<file path="config.mk">
export PLATFORM = sky130hd
export DESIGN_NAME = relu_maxpool_stream
export DESIGN_NICKNAME = d
export VERILOG_FILES = /design/src/rtl/cnn_pkg.sv /design/src/rtl/pool_fifo.sv /design/src/rtl/relu_maxpool_stream.sv
export SDC_FILE = /design/constraint.sdc
export NUM_CORES = 1
export LEC_CHECK = 0
export ABC_AREA = 1
export BUFFER_PORTS_ARGS = -buffer_cell sky130_fd_sc_hd__buf_2
export CAP_MARGIN = 20
export CORE_ASPECT_RATIO = 0.8
export CORE_MARGIN = 2
export CORE_UTILIZATION = 58
export CTS_CLUSTER_SIZE = 28
export DETAILED_ROUTE_END_ITERATION = 8
export PLACE_DENSITY = 0.88
export SYNTH_ARGS = -nofsm -noshare
export SYNTH_HDL_FRONTEND = slang
export SYNTH_SLANG_ARGS = --single-unit
</file>
<file path="constraint.sdc">
create_clock -name clk -period 2.9 [get_ports clk]
set_input_delay 0.29 -clock clk [delete_from_list [all_inputs] [get_ports clk]]
set_output_delay 0.29 -clock clk [all_outputs]
set_load 0.01 [all_outputs]
</file>
<file path="src/rtl/cnn_pkg.sv">
// Shared types and helpers for the CNN streaming stages.
// relu is written at MAX_W so that any sample width up to MAX_W can call it.
package cnn_pkg;

    localparam int unsigned SAMPLE_W = 16;
    localparam int unsigned MAX_W    = 64;

    typedef logic signed [SAMPLE_W-1:0] sample_t;

    // The sign bit decides, so the most negative value also clamps to zero.
    function automatic logic signed [MAX_W-1:0] relu(input logic signed [MAX_W-1:0] x);
        return x[MAX_W-1] ? '0 : x;
    endfunction

endpackage

</file>
<file path="src/rtl/pool_fifo.sv">
// Synchronous FIFO with a registered head that holds its last value once drained.
module pool_fifo #(
    parameter int unsigned WIDTH = 16,
    parameter int unsigned DEPTH = 2
) (
    input  logic                         clk,
    input  logic                         reset,
    input  logic                         push,
    input  logic [WIDTH-1:0]             push_data,
    input  logic                         pop,
    output logic                         full,
    output logic                         empty,
    output logic [$clog2(DEPTH+1)-1:0]   count,
    output logic [WIDTH-1:0]             head_data
);

    localparam int unsigned PW = (DEPTH > 1) ? $clog2(DEPTH) : 1;
    localparam int unsigned CW = $clog2(DEPTH+1);

    logic [WIDTH-1:0] mem [DEPTH];
    logic [PW-1:0]    rd_ptr;
    logic [PW-1:0]    wr_ptr;
    logic             do_push;
    logic             do_pop;

    function automatic logic [PW-1:0] ptr_inc(input logic [PW-1:0] p);
        return (p == PW'(DEPTH-1)) ? '0 : p + 1'b1;
    endfunction

    assign full    = (count == CW'(DEPTH));
    assign empty   = (count == '0);
    assign do_push = push & ~full;
    assign do_pop  = pop & ~empty;

    always_ff @(posedge clk) begin
        if (do_push) begin
            mem[wr_ptr] <= push_data;
        end
    end

    always_ff @(posedge clk) begin
        if (reset) begin
            rd_ptr    <= '0;
            wr_ptr    <= '0;
            count     <= '0;
            head_data <= '0;
        end else begin
            if (do_push) begin
                wr_ptr <= ptr_inc(wr_ptr);
            end
            if (do_pop) begin
                rd_ptr <= ptr_inc(rd_ptr);
            end
            if (do_push && !do_pop) begin
                count <= count + 1'b1;
            end else if (do_pop && !do_push) begin
                count <= count - 1'b1;
            end
            // Head loads the pushed word only when it becomes the sole entry.
            if (do_push && (empty || (do_pop && count == CW'(1)))) begin
                head_data <= push_data;
            end else if (do_pop && count > CW'(1)) begin
                head_data <= mem[ptr_inc(rd_ptr)];
            end
        end
    end

endmodule

</file>
<file path="src/rtl/relu_maxpool_stream.sv">
// ReLU followed by non-overlapping max-pooling over fixed-length frames,
// buffered by a small output FIFO.
module relu_maxpool_stream
    import cnn_pkg::*;
#(
    parameter int unsigned WIDTH = 16,
    parameter int unsigned LENY  = 24,
    parameter int unsigned POOL  = 2,
    parameter int unsigned DEPTH = 2
) (
    input  logic                    clk,
    input  logic                    reset,
    input  logic signed [WIDTH-1:0] s_data_in_y,
    input  logic                    s_valid_y,
    output logic                    s_ready_y,
    output logic signed [WIDTH-1:0] m_data_out_z,
    output logic                    m_valid_z,
    input  logic                    m_ready_z
);

    localparam int unsigned OUTLEN  = (LENY + POOL - 1) / POOL;
    localparam bit          PARTIAL = (OUTLEN * POOL) != LENY;
    localparam int unsigned EW      = (LENY > 1) ? $clog2(LENY) : 1;
    localparam int unsigned WW      = (POOL > 1) ? $clog2(POOL) : 1;
    localparam int unsigned CW      = $clog2(DEPTH+1);

    logic [EW-1:0]           elem_cnt;
    logic [WW-1:0]           win_cnt;
    logic signed [WIDTH-1:0] max_reg;
    logic signed [WIDTH-1:0] relu_x;
    logic signed [WIDTH-1:0] cand;
    logic                    accept;
    logic                    last_in_win;
    logic                    last_in_frame;
    logic                    close_win;
    logic                    fifo_full;
    logic                    fifo_empty;
    logic [CW-1:0]           fifo_count;
    logic [WIDTH-1:0]        fifo_head;

    assign accept        = s_valid_y & s_ready_y;
    assign last_in_win   = (win_cnt == WW'(POOL-1));
    assign last_in_frame = (elem_cnt == EW'(LENY-1));
    // Without a partial tail the frame end always coincides with a window end.
    assign close_win     = last_in_win | (PARTIAL & last_in_frame);

    always_comb begin
        relu_x = WIDTH'(relu({{(MAX_W-WIDTH){s_data_in_y[WIDTH-1]}}, s_data_in_y}));
        cand   = relu_x;
        if (win_cnt != '0 && max_reg > relu_x) begin
            cand = max_reg;
        end
    end

    always_ff @(posedge clk) begin
        if (reset) begin
            elem_cnt <= '0;
            win_cnt  <= '0;
            max_reg  <= '0;
        end else if (accept) begin
            max_reg  <= cand;
            elem_cnt <= last_in_frame ? '0 : elem_cnt + 1'b1;
            win_cnt  <= close_win ? '0 : win_cnt + 1'b1;
        end
    end

    pool_fifo #(
        .WIDTH (WIDTH),
        .DEPTH (DEPTH)
    ) u_fifo (
        .clk       (clk),
        .reset     (reset),
        .push      (accept & close_win),
        .push_data (cand),
        .pop       (m_valid_z & m_ready_z),
        .full      (fifo_full),
        .empty     (fifo_empty),
        .count     (fifo_count),
        .head_data (fifo_head)
    );

    assign s_ready_y    = ~fifo_full;
    assign m_valid_z    = ~fifo_empty;
    assign m_data_out_z = fifo_head;

    count_in_range: assert property (@(posedge clk) disable iff (reset)
        fifo_count <= CW'(DEPTH));

endmodule

</file>
==> results.yml, run 1 <==
sta:
  fmax_mhz: 449.0
  fin_crit_sh: 0.7681
  period_minus_slack_ns: 2.227
  tightestPinTransition_ns: 0.6963
  skew_ns: 0.009844
  timing.hold.ws_ns: 0.2617
  hold_viol_final: 0
  relSlewSlack: 0.5358
  setup_ws_ns: 0.6726
  slew_viol_final: 0
  rsz0062_at_grt: "false"
  finalSetupViolCount: 0
  setup_tns_ns: 0
setup_path:
  crit_fanout: 24
  startpoint: "s_data_in_y[15]"
  crit_type: "in -> reg"
  cp_slowest_cell: "ha_1"
  rr_endpoint: "max_reg[12]"
  critPathBufInv: 5
  crit_path_cell_trace: "buf_2 > clkinv_1 > buf_4 > nand2_1 > ha_1 > nand2_1 > inv_1 > nand2_1 > a21oi_1 > nor2_2 > nand2_8 > nand2_8 > nand2_4 > inv_2 > nand2_1 > a21oi_1"
  max_stage_delay_ns: 0.30
  arrival_ns: 2.49
  worst_path_dominant_cell_family: "simple AND/OR/NAND/NOR gates"
  r2r_slack_ns: 0.75
  end_kind: "register"
  cp_common_cell: "nand2_1"
  startpoint_type: "input port"
  reg2reg_depth: 11
  rr_startpoint: "max_reg[14]"
  worstPathRequired_ns: 3.17
  endpoint: "max_reg[12]"
  path_depth: 16
routing:
  vias: 2794
  ant_nets: 0
  wl_mm: 7.719
  first_pass_iters: 5
  drt-wirelength-per-cell_um: 14.70
  via_per_inst: 5.322
  drt_iter0_markers: 176
  drc: 0
synthesis:
  yosys.area.top_type: "edfxtp_1"
  synth_area_leaders: "edfxtp_1, dfxtp_1, nand2_1"
  synth_edf_count: 32
  async_reset_ff_frac: 0
  netlist.area_leader.share: 0.2718
  seq_area_frac_synth: 0.4812
  ys_ff_latch: 69
  ys.flop_type: "dfxtp_1"
  ys_types: 35
  syn-instance-count: 400
  synth.avg_cell_area_um2: 8.840
  synthesis.area_um2: 3536
  yosysWarnings: 0
die:
  std_cell_rows: 25
  start_util: 0.5981
  die_w_um: 91.30
  die_area_um2: 6741
  die_y_um: 73.84
  ios: 38
  core_um2: 5912
cells_and_area:
  antennaDiodeCount: 0
  largest_register_ff_count: 32
  fin_nets: 478
  drive_above_1_share: 0.2095
  area_growth_pct: 13.55
  fin_util: 0.6792
placed_design:
  place_hpwl_mm: 5.467
  place.gp.congestion: 0.8430
  pre_cts_ws_ns: 0.3337
  port_buffers: 37
power:
  p_clk_frac: 0.306
  power_density_nw_per_um2: 791.4
  pwr-share-comb: 0.307
  total_power_mw: 3.177
  ir_worst_vdd_mv: 0.4560
  sequentialPowerShare: 0.388
  leakagePower_nw: 1.800
  cell_internal_pwr_mw: 2.101
  p_sw_mw: 1.077
  sw_frac_of_total: 0.3388
cts:
  cts_buffer_depth: 2
  cts_tree: "yes"
  cts_hold_buf: 0
  post_cts_resized: 0
  clock-sinks: 69
  cts_setup_buffers: 0
  cts.clk_slew.worst_paths_ns: 0.07
  htreeDepth: 3
  root_buffer: "clkbuf_8"
  cts_buffers: 9
  insertion_delay_ns: 0.35
grt:
  grt.overflow.total: 0
  grt_pass1_wl_mm: 12.63
  grt_pass1_vias: 2719
  grtUsageTotal: 0.2483
  antenna_found_initial: 0
  grt_max_degree: 31
job:
  drv_cap: 0
status:
  outcome: "finished clean"
worst_hold_path:
  hold_class: "in -> reg"
  worstHoldStart: "s_data_in_y[6]"
[how the worst min path moves through the flow]
stage	slack (ns)	depth (start not counted)	end
global route	0.27	3	max_reg[2]
finish	0.26	3	max_reg[6]
floorplan	0.44	2	max_reg[15]
detailed placement	0.45	2	u_fifo.head_data[15]
CTS	0.25	3	max_reg[2]
global placement	0.44	2	u_fifo.head_data[15]
[layer usage]
metal  GRT usage  routed length [um]
met5           0                   0
met3     0.08410                 605
met4     0.08418                 133
met2      0.4346                3711
met1      0.2904                3267
[worst reg2reg max path: stages, from the launching register on]
cell and delay, ns:
dfxtp_1 0.35, ha_1 0.35, nand4_2 0.13, nor2_2 0.05, nand2_2 0.09, nor2_2 0.06, nor2_4 0.24, nand2_8 0.18
nand2_4 0.29, inv_2 0.12, nand2_1 0.08, a21oi_1 0.07
[metrics by stage]
| step | cells | instance area, um2 |
|---|---|---|
| CTS | 525 | 4015 |
| finish | 525 | 4015 |
| floorplan | 401 | 3540 |
| global route | 525 | 4015 |
| global placement | 509 | 3767 |
| detailed placement | 509 | 3767 |
[cells by family (layout without fill, tap and decap cells)]
logic type / count (synthesis) / after routing / synth area share
buf+inv: 70 / 113 / 0.08457
compound gates: 78 / 78 / 0.1366
simple gates: 156 / 156 / 0.2098
flops: 69 / 69 / 0.4812
xor+xnor: 1 / 1 / 0.002477
fa+ha+maj: 19 / 19 / 0.06723
mux: 6 / 6 / 0.01699
other cells: 1 / 2 / 0.001061
[power groups by stage]
stage                     Sequential (mW)  Combinational, mW  Clock [mW]
after floorplan                      1.25              0.763           0
after CTS                            1.23              0.979       0.977
after global routing                 1.25               1.10        1.01
final                                1.23              0.975       0.971
after detailed placement             1.25              0.969           0
after global placement               1.24              0.925           0
[cell type report]
class                           instances  area [um2]
Fill cell                             459        1897
Timing Repair Buffer                   41       215.2
Sequential cell                        69        1702
Clock inverter                          5       106.4
Tap cell                               81       101.3
Multi-Input combinational cell        262        1539
Clock buffer                           11       141.4
Inverter                               56       210.2
[synthesized netlist by cell type (2+ instances only)]
master	count
a211oi_2	6
a21o_1	7
a21oi_1	39
a31oi_1	3
and2_1	5
buf_2	2
buf_4	2
buf_6	2
clkbuf_1	7
dfxtp_1	37
edfxtp_1	32
ha_1	19
inv_1	45
inv_2	10
mux2i_1	6
nand2_1	91
nand2_2	2
nand2_4	2
nand2_8	2
nand3_1	13
nand3b_1	4
nor2_1	23
nor2_2	3
nor2_4	3
nor3_1	5
o21ai_0	10
o21ai_1	6
o21ai_2	7
[cell usage in the layout (no fill, tap or decap), types with 2 or more instances in the layout]
cell       Yosys  routed
edfxtp_1      32      32
dfxtp_1       37      37
buf_4          2       4
nand2_8        2       2
nor2_2         3       3
nor2_1        23      23
nand3_1       13      13
nor3_1         5       5
nand2_4        2       2
inv_2         10      10
o21ai_2        7       7
nand3b_1       4       4
nor2_4         3       3
and2_1         5       5
ha_1          19      19
a211oi_2       6       6
buf_2          2      37
nand2_1       91      91
a21oi_1       39      39
a31oi_1        3       3
o21ai_1        6       6
clkbuf_8       0      10
a21o_1         7       7
inv_1         45      45
nand2_2        2       2
mux2i_1        6       6
o21ai_0       10      10
bufinv_16      0       3
conb_1         1       2
Note: power is estimated with default switching activity, not from simulation.
==> inputs of run 2 (changes only) <==
--- a/config.mk
+++ b/config.mk
@@ -10,10 +10,10 @@
 export CAP_MARGIN = 20
 export CORE_ASPECT_RATIO = 0.8
 export CORE_MARGIN = 2
-export CORE_UTILIZATION = 58
+export CORE_UTILIZATION = 53
 export CTS_CLUSTER_SIZE = 28
 export DETAILED_ROUTE_END_ITERATION = 8
-export PLACE_DENSITY = 0.88
+export PLACE_DENSITY = 0.85
 export SYNTH_ARGS = -nofsm -noshare
 export SYNTH_HDL_FRONTEND = slang
 export SYNTH_SLANG_ARGS = --single-unit
==> constraint.sdc (replaced) <==
create_clock -name clk -period 1.89 [get_ports clk]
set_input_delay 0.189 -clock clk [delete_from_list [all_inputs] [get_ports clk]]
set_output_delay 0.189 -clock clk [all_outputs]
set_load 0.01 [all_outputs]
==> run 2 against run 1 <==
Core utilization is 4.9 points higher. Critical path type is now reg -> reg. Combinational power grew 130%. Highest routed layer unchanged. Flip-flop and latch count unchanged. Worst hold slack worse by 0.18 ns. Die area rose by 9.0%. First-iteration DRC count rose by 18%. Non-clock buffer count rose by 24. Via count up 9.6%. Largest power group is now combinational logic. The flow now finishes with violations (negative setup slack).
==> results.yml, run 2 (synthesis gave the netlist of run 1 again) <==
die:
  die_y_um: 77.06
  core_um2: 6409
  ios: 38
  std_cell_rows: 26
  die_area_um2: 7345
  start_util: 0.5517
  die_w_um: 95.32
power:
  power_density_nw_per_um2: 1180
  leakagePower_nw: 1.995
  total_power_mw: 5.508
  ir_worst_vdd_mv: 0.5218
placed_design:
  port_buffers: 37
  pre_cts_ws_ns: -0.2822
  place_area_um2: 3994
  place.gp.congestion: 0.8226
  place_hpwl_mm: 5.586
  dp_cells: 529
sta:
  fmax_mhz: 490.5
  rsz0062_at_grt: "true"
  setup_ws_ns: -0.1488
  finalSetupViolCount: 49
  period_minus_slack_ns: 2.039
  fin_crit_sh: 1.079
  hold_viol_final: 0
  slew_viol_final: 0
  skew_ns: 0.01136
cts:
  cts_buffers: 9
  cts_buffer_depth: 2
  insertion_delay_ns: 0.36
  cts_hold_buf: 0
  clock-sinks: 69
  root_buffer: "clkbuf_8"
  htreeDepth: 3
  cts.clk_slew.worst_paths_ns: 0.08
  cts_tree: "yes"
routing:
  via_per_inst: 5.527
  wl_mm: 9.246
  drt_iter0_markers: 207
  ant_nets: 0
  first_pass_iters: 5
  drc: 0
  drt-wirelength-per-cell_um: 16.69
  vias: 3062
job:
  drv_cap: 0
setup_path:
  max_stage_delay_ns: 0.35
  crit_fanout: 6
  crit_path_cell_trace: "ha_4 > nand2_4 > nor2_4 > nand4_1 > nor2_4 > nor2_4 > buf_12 > buf_6 > nand2_8 > nand2_1 > and2_4"
  worst_path_dominant_cell_family: "simple AND/OR/NAND/NOR gates"
  critPathBufInv: 2
  crit_type: "reg -> reg"
  end_kind: "register"
  cp_slowest_cell: "dfxtp_2"
  worstPathRequired_ns: 2.00
  cp_common_cell: "nor2_4"
  startpoint_type: "register"
  arrival_ns: 2.15
cells_and_area:
  fin_util: 0.7284
  antennaDiodeCount: 0
  layout_commonest_cell: "nand2_1"
  final_cell_count_no_fill: 554
  layout_common_cells: "nand2_1, inv_1, buf_2, edfxtp_1, a21oi_1"
  fin_nets: 504
  largest_register_ff_count: 32
  stdcell_area_um2: 4668
  fillers: 425
  area_growth_pct: 32.02
  drive_above_1_share: 0.3872
grt:
  grtUsageTotal: 0.2307
  grt.overflow.total: 0
  grt_pass1_vias: 2743
  antenna_found_initial: 0
  grt_pass1_wl_mm: 12.65
  grt_max_degree: 27
status:
  violations: "negative setup slack"
  outcome: "complete, but fails checks"
worst_hold_path:
  hold_class: "in -> reg"
-- run 2: layer usage --
metal	GRT usage	vias up	part of all wire
met1	0.2804	1473	0.41
met4	0.08261	0	0.027
met2	0.3873	117	0.51
li1	-	1444	-
met3	0.06582	28	0.052
met5	0	-	0
-- run 2: worst register-to-register path: cells and delay by family, from the launching register on --
kind                       cells  cell delay, ns
DFF                            1            0.35
adders and majority gates      1            0.27
and+or+nand+nor                8            0.92
buffers and inverters          2            0.27
-- run 2: where the power goes --
group	leakage, nW	internal (mW)	switching (mW)
combinational	1.28	0.891	1.32
sequential	0.600	1.79	0.120
clock	0.115	0.761	0.623
total	1.99	3.45	2.06
-- run 2: what timing repair did --
action	CTS	global route
pin swaps	4	17
buffers inserted	0	6
gates resized for setup	4	77
setup endpoints to repair	23	54
gates cloned	1	2
-- run 2: layout make-up --
| cell class | count | area, um2 | area share |
|---|---|---|---|
| multi-input cells | 264 | 1909 | 0.4090 |
| flip-flops and latches | 69 | 1712 | 0.3667 |
| repair buffers | 65 | 494.2 | 0.1059 |
| inverters | 56 | 220.2 | 0.04717 |
| clock buffers | 9 | 123.9 | 0.02653 |
| well taps | 84 | 105.1 | 0.02251 |
| clock inverters | 7 | 103.9 | 0.02225 |
-- run 2: per-stage QoR --
step	TNS [ns]	hold WS, ns
after floorplan	-3.485	0.3812
after global placement	-6.758	0.4436
after detailed placement	-10.45	0.4513
after CTS	-0.003400	0.06142
after global routing	-7.622	0.07623
final	-3.872	0.08290
-- run 2: final timing paths --
check                                          start              endpoint  slack [ns]  cells past startpoint
worst max-delay path                      max_reg[6]      u_fifo.mem[0][6]       -0.15                     11
worst min-delay path                           reset  u_fifo.head_data[14]        0.08                      2
worst max register to register            max_reg[6]      u_fifo.mem[0][6]       -0.15                     11
worst min register to register  u_fifo.head_data[15]  u_fifo.head_data[15]        0.46                      2
==> inputs of run 3 (changes only) <==
==> constraint.sdc (replaced) <==
create_clock -name clk -period 1.89 [get_ports clk]
set_input_delay 0.0945 -clock clk [delete_from_list [all_inputs] [get_ports clk]]
set_output_delay 0.0945 -clock clk [all_outputs]
set_load 0.01 [all_outputs]
==> run 3 against run 2 <==
Routed wire length increased by 4.1%. Sequential share of layout area increased by 1.4 points. The run still ends with negative setup slack left. Count of clock-buffer cells in the layout unchanged. Core utilization decreased by 2.6 points. Critical endpoint is now u_fifo.mem[0][1]. Clock skew decreased by 0.0059 ns. Register-to-register slack got worse by 0.04 ns. Power decreased by 8.1%. Final cell count increased by 0.36%. Largest cell class unchanged. Clock power decreased by 23%. Sequential power about the same.
==> results.yml, run 3 (synthesis gave the netlist of run 1 again) <==
cells_and_area:
  fin_util: 0.7029
  fillers: 420
  largest_register_ff_count: 32
  drive_above_1_share: 0.3517
  antennaDiodeCount: 0
  area_growth_pct: 27.39
  stdcell_area_um2: 4504
  fin_nets: 506
  layout_common_cells: "nand2_1, inv_1, buf_2, a21oi_1, edfxtp_1"
  final_cell_count_no_fill: 556
  layout_commonest_cell: "nand2_1"
worst_hold_path:
  hold_class: "in -> reg"
setup_path:
  arrival_ns: 2.19
  crit_path_cell_trace: "inv_1 > ha_1 > inv_1 > nand2_1 > nand2_1 > nand2_1 > nand2_1 > nand2_1 > nand2_2 > nand2_4 > nand2_8 > buf_4 > nand3b_1 > and2_1"
  end_kind: "register"
  worst_path_dominant_cell_family: "simple AND/OR/NAND/NOR gates"
  critPathBufInv: 3
  cp_common_cell: "nand2_1"
  crit_fanout: 7
  cp_slowest_cell: "dfxtp_1"
  max_stage_delay_ns: 0.32
  startpoint_type: "register"
  crit_type: "reg -> reg"
  worstPathRequired_ns: 2.00
routing:
  drt-wirelength-per-cell_um: 17.31
  wl_mm: 9.627
  first_pass_iters: 5
  vias: 3104
  via_per_inst: 5.583
  drc: 0
  drt_iter0_markers: 247
  ant_nets: 0
status:
  violations: "negative setup slack"
  outcome: "complete, but fails checks"
sta:
  slew_viol_final: 0
  skew_ns: 0.005452
  fin_crit_sh: 1.102
  timing.hold.ws_ns: 0.09162
  period_minus_slack_ns: 2.082
  finalSetupViolCount: 58
  hold_viol_final: 0
  rsz0062_at_grt: "true"
  fmax_mhz: 480.3
  setup_ws_ns: -0.1921
die:
  die_w_um: 95.32
  die_y_um: 77.06
  start_util: 0.5517
  ios: 38
  core_um2: 6409
  die_area_um2: 7345
  std_cell_rows: 26
cts:
  cts_buffer_depth: 2
  clock-sinks: 69
  cts_buffers: 9
  insertion_delay_ns: 0.36
  root_buffer: "clkbuf_8"
  cts_tree: "yes"
  htreeDepth: 3
  cts.clk_slew.worst_paths_ns: 0.07
grt:
  grt_pass1_vias: 2934
  grt_max_degree: 25
  grt.overflow.total: 0
  grtUsageTotal: 0.2472
  grt_pass1_wl_mm: 13.52
  antenna_found_initial: 0
placed_design:
  dp_cells: 537
  place.gp.congestion: 0.8829
  port_buffers: 37
  place_area_um2: 4015
  place_hpwl_mm: 5.964
job:
  drv_cap: 0
power:
  power_density_nw_per_um2: 1124
  leakagePower_nw: 1.950
  ir_worst_vdd_mv: 0.6158
## run 3: timing repair
action	in CTS	in global routing
cloned	1	0
pin swaps	5	22
buffers inserted	0	2
resized for setup	11	55
endpoints found under the setup margin	20	55
hold buffers	0	0
## run 3: routing by layer
layer	GRT usage	vias up	wire length, um
li1	-	1451	-
met1	0.2987	1478	3791
met2	0.4042	144	4814
met3	0.09234	31	774
met4	0.08261	0	247
met5	0	-	0
## run 3: final cells by class
cell class / instances / area [um2] / share of cell area
flip-flops and latches: 69 / 1714 / 0.3806
multi-input cells: 263 / 1808 / 0.4014
repair buffers: 68 / 490.5 / 0.1089
well taps: 84 / 105.1 / 0.02333
inverters: 56 / 221.5 / 0.04917
clock buffers: 9 / 123.9 / 0.02750
clock inverters: 7 / 41.29 / 0.009167
## run 3: worst min-delay path, cell delays in order
cell     delay, ns
buf_2         0.11
a21oi_1       0.14
nor3_1        0.06
## run 3: path summary, 6_finish.rpt
kind | from | to | slack, ns | cells past startpoint
setup / recovery | max_reg[0] | u_fifo.mem[0][1] | -0.19 | 14
hold / removal | s_data_in_y[1] | max_reg[1] | 0.09 | 3
setup reg to reg | max_reg[0] | u_fifo.mem[0][1] | -0.19 | 14
hold reg to reg | u_fifo.head_data[12] | u_fifo.head_data[12] | 0.48 | 2
## run 3: power by group
part	internal [mW]	total, mW	switching [mW]
combinational	0.838	2.08	1.24
sequential	1.80	1.92	0.127
clock	0.466	1.06	0.593
total	3.10	5.06	1.96
## run 3: stage by stage
step / TNS (ns) / total power, mW / setup WS (ns)
after floorplan: -3.485 / 3.096 / -0.1089
after global placement: -6.561 / 3.550 / -0.1883
after detailed placement: -11.82 / 3.630 / -0.3067
after CTS: -0.001160 / 4.734 / -0.0009235
after global routing: -12.69 / 5.314 / -0.3034
final: -7.456 / 5.063 / -0.1921
